===== config.mk =====
export PLATFORM = sky130hd
export DESIGN_NAME = vector_result_serializer
export DESIGN_NICKNAME = d
export VERILOG_FILES = /design/src/rtl/vector_result_serializer.sv
export SDC_FILE = /design/constraint.sdc
export NUM_CORES = 1
export LEC_CHECK = 0
export CAP_MARGIN = 20
export CELL_PAD_IN_SITES_DETAIL_PLACEMENT = 2
export CELL_PAD_IN_SITES_GLOBAL_PLACEMENT = 2
export CORE_ASPECT_RATIO = 1.25
export CORE_MARGIN = 2
export CORE_UTILIZATION = 31
export DETAILED_ROUTE_END_ITERATION = 12
export HOLD_SLACK_MARGIN = 0.05
export PLACE_DENSITY = 0.9
export SLEW_MARGIN = 20
export SYNTH_ARGS = -nofsm -noshare
export SYNTH_HDL_FRONTEND = slang
export SYNTH_SLANG_ARGS = --single-unit
export TNS_END_PERCENT = 10

===== constraint.sdc =====
create_clock -name clk -period 1.7 [get_ports clk]
set_input_delay 0.34 -clock clk [delete_from_list [all_inputs] [get_ports clk]]
set_output_delay 0.34 -clock clk [all_outputs]
set_load 0.01 [all_outputs]

===== src/rtl/vector_result_serializer.sv =====
// vector_result_serializer
// Streams one captured 3-lane vector (x, y, z) as bytes over an 8-bit
// valid/ready link. Lanes go out in the order x, y, z, most significant byte
// first. out_last marks the final byte of each frame.
// Optional feature macro: VEC_SERIALIZER_CHECKSUM_EN appends a trailing byte
// that is the XOR of all data bytes in the frame.
// Ports:
//   clk, rst_n          clock, asynchronous active-low reset
//   in_valid/in_ready   vector input handshake
//   in_x/in_y/in_z      lane words, passed through bit-exact
//   out_data/out_valid  byte output
//   out_ready           downstream accepts the current byte
//   out_last            current byte ends the frame
//   busy                a frame is in progress
module vector_result_serializer #(
  parameter int unsigned WORD_W    = 32,
  parameter int unsigned NUM_LANES = 3
) (
  input  logic              clk,
  input  logic              rst_n,
  input  logic              in_valid,
  input  logic [WORD_W-1:0] in_x,
  input  logic [WORD_W-1:0] in_y,
  input  logic [WORD_W-1:0] in_z,
  output logic              in_ready,
  output logic [7:0]        out_data,
  output logic              out_valid,
  input  logic              out_ready,
  output logic              out_last,
  output logic              busy
);

  localparam int unsigned VEC_W  = NUM_LANES * WORD_W;
  localparam int unsigned NBYTES = VEC_W / 8;
  localparam int unsigned CNT_W  = $clog2(NBYTES + 1);
  localparam logic [CNT_W-1:0] LAST_CNT = CNT_W'(NBYTES - 1);

`ifdef VEC_SERIALIZER_CHECKSUM_EN
  typedef enum logic [1:0] {S_IDLE, S_SEND, S_CSUM} state_e;
`else
  typedef enum logic {S_IDLE, S_SEND} state_e;
`endif

  state_e             state_q, state_d;
  logic [CNT_W-1:0]   cnt_q, cnt_d;
  logic [VEC_W-1:0]   shift_q, shift_d;
  logic               out_valid_q, out_valid_d;
  logic               out_last_q, out_last_d;
  logic               in_ready_q;
  logic               busy_q;
  logic [7:0]         top_byte;
`ifdef VEC_SERIALIZER_CHECKSUM_EN
  logic [7:0]         csum_q, csum_d;
`endif

  assign top_byte = shift_q[VEC_W-1 -: 8];

  // State and datapath registers
  always_ff @(posedge clk or negedge rst_n) begin
    if (!rst_n) begin
      state_q     <= S_IDLE;
      cnt_q       <= '0;
      shift_q     <= '0;
      out_valid_q <= 1'b0;
      out_last_q  <= 1'b0;
      in_ready_q  <= 1'b1;
      busy_q      <= 1'b0;
`ifdef VEC_SERIALIZER_CHECKSUM_EN
      csum_q      <= '0;
`endif
    end else begin
      state_q     <= state_d;
      cnt_q       <= cnt_d;
      shift_q     <= shift_d;
      out_valid_q <= out_valid_d;
      out_last_q  <= out_last_d;
      in_ready_q  <= (state_d == S_IDLE);
      busy_q      <= (state_d != S_IDLE);
`ifdef VEC_SERIALIZER_CHECKSUM_EN
      csum_q      <= csum_d;
`endif
    end
  end

  // Next-state and next-output logic
  always_comb begin
    state_d     = state_q;
    cnt_d       = cnt_q;
    shift_d     = shift_q;
    out_valid_d = 1'b0;
    out_last_d  = 1'b0;
`ifdef VEC_SERIALIZER_CHECKSUM_EN
    csum_d      = csum_q;
`endif
    unique case (state_q)
      S_IDLE: begin
        // in_ready is high exactly while in IDLE
        if (in_valid) begin
          shift_d = VEC_W'({in_x, in_y, in_z});
          cnt_d   = '0;
          state_d = S_SEND;
`ifdef VEC_SERIALIZER_CHECKSUM_EN
          csum_d  = '0;
`endif
        end
      end
      S_SEND: begin
        if (out_ready) begin
          shift_d = {shift_q[VEC_W-9:0], 8'h00};
          cnt_d   = cnt_q + CNT_W'(1);
`ifdef VEC_SERIALIZER_CHECKSUM_EN
          csum_d  = csum_q ^ top_byte;
          if (cnt_q == LAST_CNT) begin
            // Register is fully shifted out; park the checksum in the top byte
            shift_d = {csum_q ^ top_byte, (VEC_W-8)'(0)};
            state_d = S_CSUM;
          end
`else
          if (cnt_q == LAST_CNT) begin
            state_d = S_IDLE;
          end
`endif
        end
      end
`ifdef VEC_SERIALIZER_CHECKSUM_EN
      S_CSUM: begin
        if (out_ready) begin
          shift_d = '0;
          state_d = S_IDLE;
        end
      end
`endif
      default: state_d = S_IDLE;
    endcase

    out_valid_d = (state_d != S_IDLE);
`ifdef VEC_SERIALIZER_CHECKSUM_EN
    out_last_d  = (state_d == S_CSUM);
`else
    out_last_d  = (state_d == S_SEND) && (cnt_d == LAST_CNT);
`endif
  end

  assign out_data  = top_byte;
  assign out_valid = out_valid_q;
  assign out_last  = out_last_q;
  assign in_ready  = in_ready_q;
  assign busy      = busy_q;

endmodule


Word level (Yosys, flattened, before mapping)

Index checks and enable logic that the tools add are counted.

Div/mod/pow operators: 0
Equal/unequal tests: 4
Add/subtract/negate cells: 1
Order comparisons: 0
Shifts and indexed selects: 0
Muxes and demuxes: 10
Reduce and logical (&&, ||, !) cells: 2
$mul: 0
Bitwise logic cells: 2

Operator list:

| operator                                                       | number |
|---|---|
| 96-bit two-way mux                                             | 2 |
| 96-bit case mux with 2 select lines                            | 1 |
| 4-bit equality test (second input constant)                    | 2 |
| 4-bit two-way mux                                              | 2 |
| 4-bit case mux with 2 select lines                             | 1 |
| 4-bit by 1-bit adder with 4-bit output (second input constant) | 1 |
| 2-bit != test (second input constant)                          | 2 |
| 1-bit two-way mux                                              | 3 |
| 1-bit inverter                                                 | 2 |
| 1-bit case mux with 2 select lines                             | 1 |
| 2-bit AND reduction                                            | 1 |
| 1-bit logical AND                                              | 1 |

Memories: 0
Bits in read-only memories: 0
Bits in registers: 103
Output and inout bits: 12
Bits in latches: 0
RAM bits: 0
Logic and storage cells: 24

Logic depth before layout (Yosys ltp)

Word-level depth: 5
Depth in mapped cells: 7
Depth with buffers taken out: 4

Least setup slack after synthesis

Ideal clock, no wire load.

Kind: register to register
From: register busy (netlist name)
To: register shift_q[12]
Setup time: 132 ps
Stages on the path, launching flop included: 8
Arrival time: 1283 ps
Buffers on the path: 4
Slack: 285 ps
Cells stage by stage: dfrtp_1 -> buf_4 -> mux2i_4 -> buf_4 -> buf_6 -> buf_6 -> nand2_1 -> o21ai_1

RTL lines:

| element              | RTL line | source |
|---|---|---|
| end signal, assigned | 74       | `shift_q <= shift_d;` |
| end, declared        | 46       | `logic [VEC_W-1:0] shift_q, shift_d;` |

==> out/qor.yml <==
status: "completed"
setup_violations: 0
max_slew_margin: 0.5300
die-area_mm2: 0.01637
placed_cell_area_mm2: 0.006061
mappedNetlistArea_mm2: 0.004760
detail_route.wl_per_cell_um: 19.37
async_reset_ff_frac: 1.000
stdcell_count: 728
p_leak_nw: 3.270
drc_errors: 0
ios: 112
skew_ns: 0.009398
ys_seq_elements: 103
combPwrFrac: 0.295
clock_sinks: 103
grt-ovfl-total: 0
drt_iter0_drc: 182
nets: 642
root_buffer: "clkbuf_16"
crit_arrival_ns: 1.31
wirelength_mm: 14.10
tightest_slew_ns: 0.7024
post-route-period-util: 0.9704
synth_edf_count: 0
synthMostInstantiatedCell: "dfrtp_1"
yosysSeqAreaShare: 0.5418
grt_pass1_vias: 4232
cell_internal_pwr_w: 0.006046
synth_warnings: 0
path_cells: "clkdlybuf4s50_1"
critPathRequiredTime_ns: 1.36
dpl.cell_count: 709
worstRegToRegCells: 5
synth_area_leaders: "dfrtp_1, mux2i_1, o21ai_1, nand2_1, buf_4"
crit_fanout: 3
synth_largest_area_cell: "dfrtp_1"
rsz0062_at_grt: "yes"
avgSynthCellArea_um2: 10.77
grt_pass1_wl_mm: 22.72
cpLargestDelayFamily: "flip-flops"
final_area_mm2: 0.006427
cts_tree: "yes"
start_util: 0.3170
nFillCells: 1550
critPathLaunchType: "register"
fp.dieH_um: 142.5
fin_ws_ns: 0.05026
power.switching_w: 0.002864
total_power_w: 0.008910
core.rowCount: 50
antenna_found_initial: 0
period_minus_slack_ns: 1.650
cpPeakStageDelay_ns: 0.48
cap_violations: 0
min-delay-path-class: "input port to asynchronous set/reset pin"
cts_buffers: 9
cts.path.max_buffers: 2
area_growth_pct: 35.04
cp.buffers_inverters: 1
port_buffers: 111
peakVddDrop_mv: 0.4856
diodes: 0
rrSetupSlack_ns: 0.09
dr.pass1.iters: 4
synth_cell_types: 26
critPathSlowestCell: "dfrtp_4"
p_seq_frac: 0.441
cp-end-kind: "primary output"
finalHoldViolCount: 0
layout-drive-gt1-share: 0.06593
power.share.clock: 0.264
ant_nets: 0
dpl.hpwl_mm: 10.32
die_x_um: 114.8
clkTransAtPathRegs_ns: 0.07
via_count: 3636
coreArea_mm2: 0.01501
powerDensity_mw_per_mm2: 1386
routed_via_density: 4.995
grt_max_degree: 81
r2r-end: "shift_q[79]"
yosys-top-cells-count: "dfrtp_1, nand2_1, mux2i_1"
reg2reg_from: "busy"
synthFlopType: "dfrtp_1"
post-place-ws_ns: -0.1805
synth_top_area_frac: 0.5363
grtUsageTotal: 0.1819
sw_frac_of_total: 0.3214
clk_latency_ns: 0.35
synthCells: 442
path_class: "register to primary output"
htree_levels: 3
drv_slew: 0
fmax_mhz: 606.2
place.gp.congestion: 0.7716
synth_fp_nets: 543
fin_util: 0.4281
[through the flow]
stage               hold WS (ns)  setup TNS (ns)
floorplan                0.04441               0
global placement          0.2819          -4.953
detailed placement        0.2856          -9.349
CTS                       0.4469               0
global route              0.4947        -0.03660
finish                    0.4517               0
[routing by layer]
layer	vias up	part of all wire	GRT usage
met4	0	0.021	0.06785
met1	1831	0.40	0.2059
met5	-	0	0
met3	18	0.035	0.02726
li1	1708	-	-
met2	79	0.54	0.3410
[kinds of logic after synthesis]
logic type,Yosys count,share of synthesized area
muxes,91,0.1940
AOI/OAI and AO/OA,105,0.1207
and+or+nand+nor,99,0.07991
xor gates and xnor gates,2,0.003681
buffers and inverters,41,0.05731
DFF,103,0.5418
adders and majority gates,1,0.002628
[worst max path at each step]
stage | depth (start not counted) | end | from | slack, ns
floorplan | 7 | shift_q[12] | busy | 0.28
finish | 1 | out_valid | busy | 0.05
global placement | 5 | shift_q[18] | in_valid | -0.07
detailed placement | 7 | shift_q[51] | in_valid | -0.18
global route | 5 | shift_q[13] | busy | -0.02
CTS | 1 | out_valid | busy | 0.04
[layout make-up]
cell class / instances / area (µm²) / share of cell area
multi-input combinational: 298 / 1908 / 0.2969
clock buffer: 12 / 266.5 / 0.04146
sequential: 103 / 2582 / 0.4018
tap: 182 / 227.7 / 0.03543
clock inverter: 4 / 76.32 / 0.01187
inverter: 1 / 3.754 / 0.0005840
timing repair buffer: 128 / 1363 / 0.2120
[worst reg2reg max path: stages, from the launching register on]
cell	delay [ns]
dfrtp_4	0.48
buf_4	0.18
mux2i_4	0.27
buf_12	0.33
nand2_1	0.14
o21ai_1	0.12
[registers in the layout, summed over array words and instances, names as in the netlist]
name,count
shift_q,96
busy,1
cnt_q,4
out_last,1
in_ready,1
[power groups by stage]
stage | Combinational [W] | Clock (W) | Sequential, W
after floorplan | 0.00177 | 0 | 0.00374
after global placement | 0.00243 | 0 | 0.00390
after detailed placement | 0.00264 | 0 | 0.00399
after CTS | 0.00271 | 0.00242 | 0.00395
after global routing | 0.00296 | 0.00251 | 0.00405
final | 0.00263 | 0.00235 | 0.00393
[cells in the final DEF, fill, tap and decap left out, types with 2 or more instances in the layout]
cell type / n
buf_4: 7
clkbuf_16: 9
dfrtp_1: 101
o21ai_1: 88
xor2_1: 2
bufinv_16: 2
mux2i_1: 90
buf_12: 10
a22o_1: 9
clkdlybuf4s50_1: 109
nand2_1: 92
a21oi_1: 2
nor2_1: 3
clkbuf_8: 3
[repair_timing]
item                                    CTS  global route
hold endpoints to repair                 23             0
gates resized for setup                   1             0
hold buffers                              1             0
buffers inserted                          2             0
endpoints found under the setup margin    3             3
(Power assumes the default switching activity.)
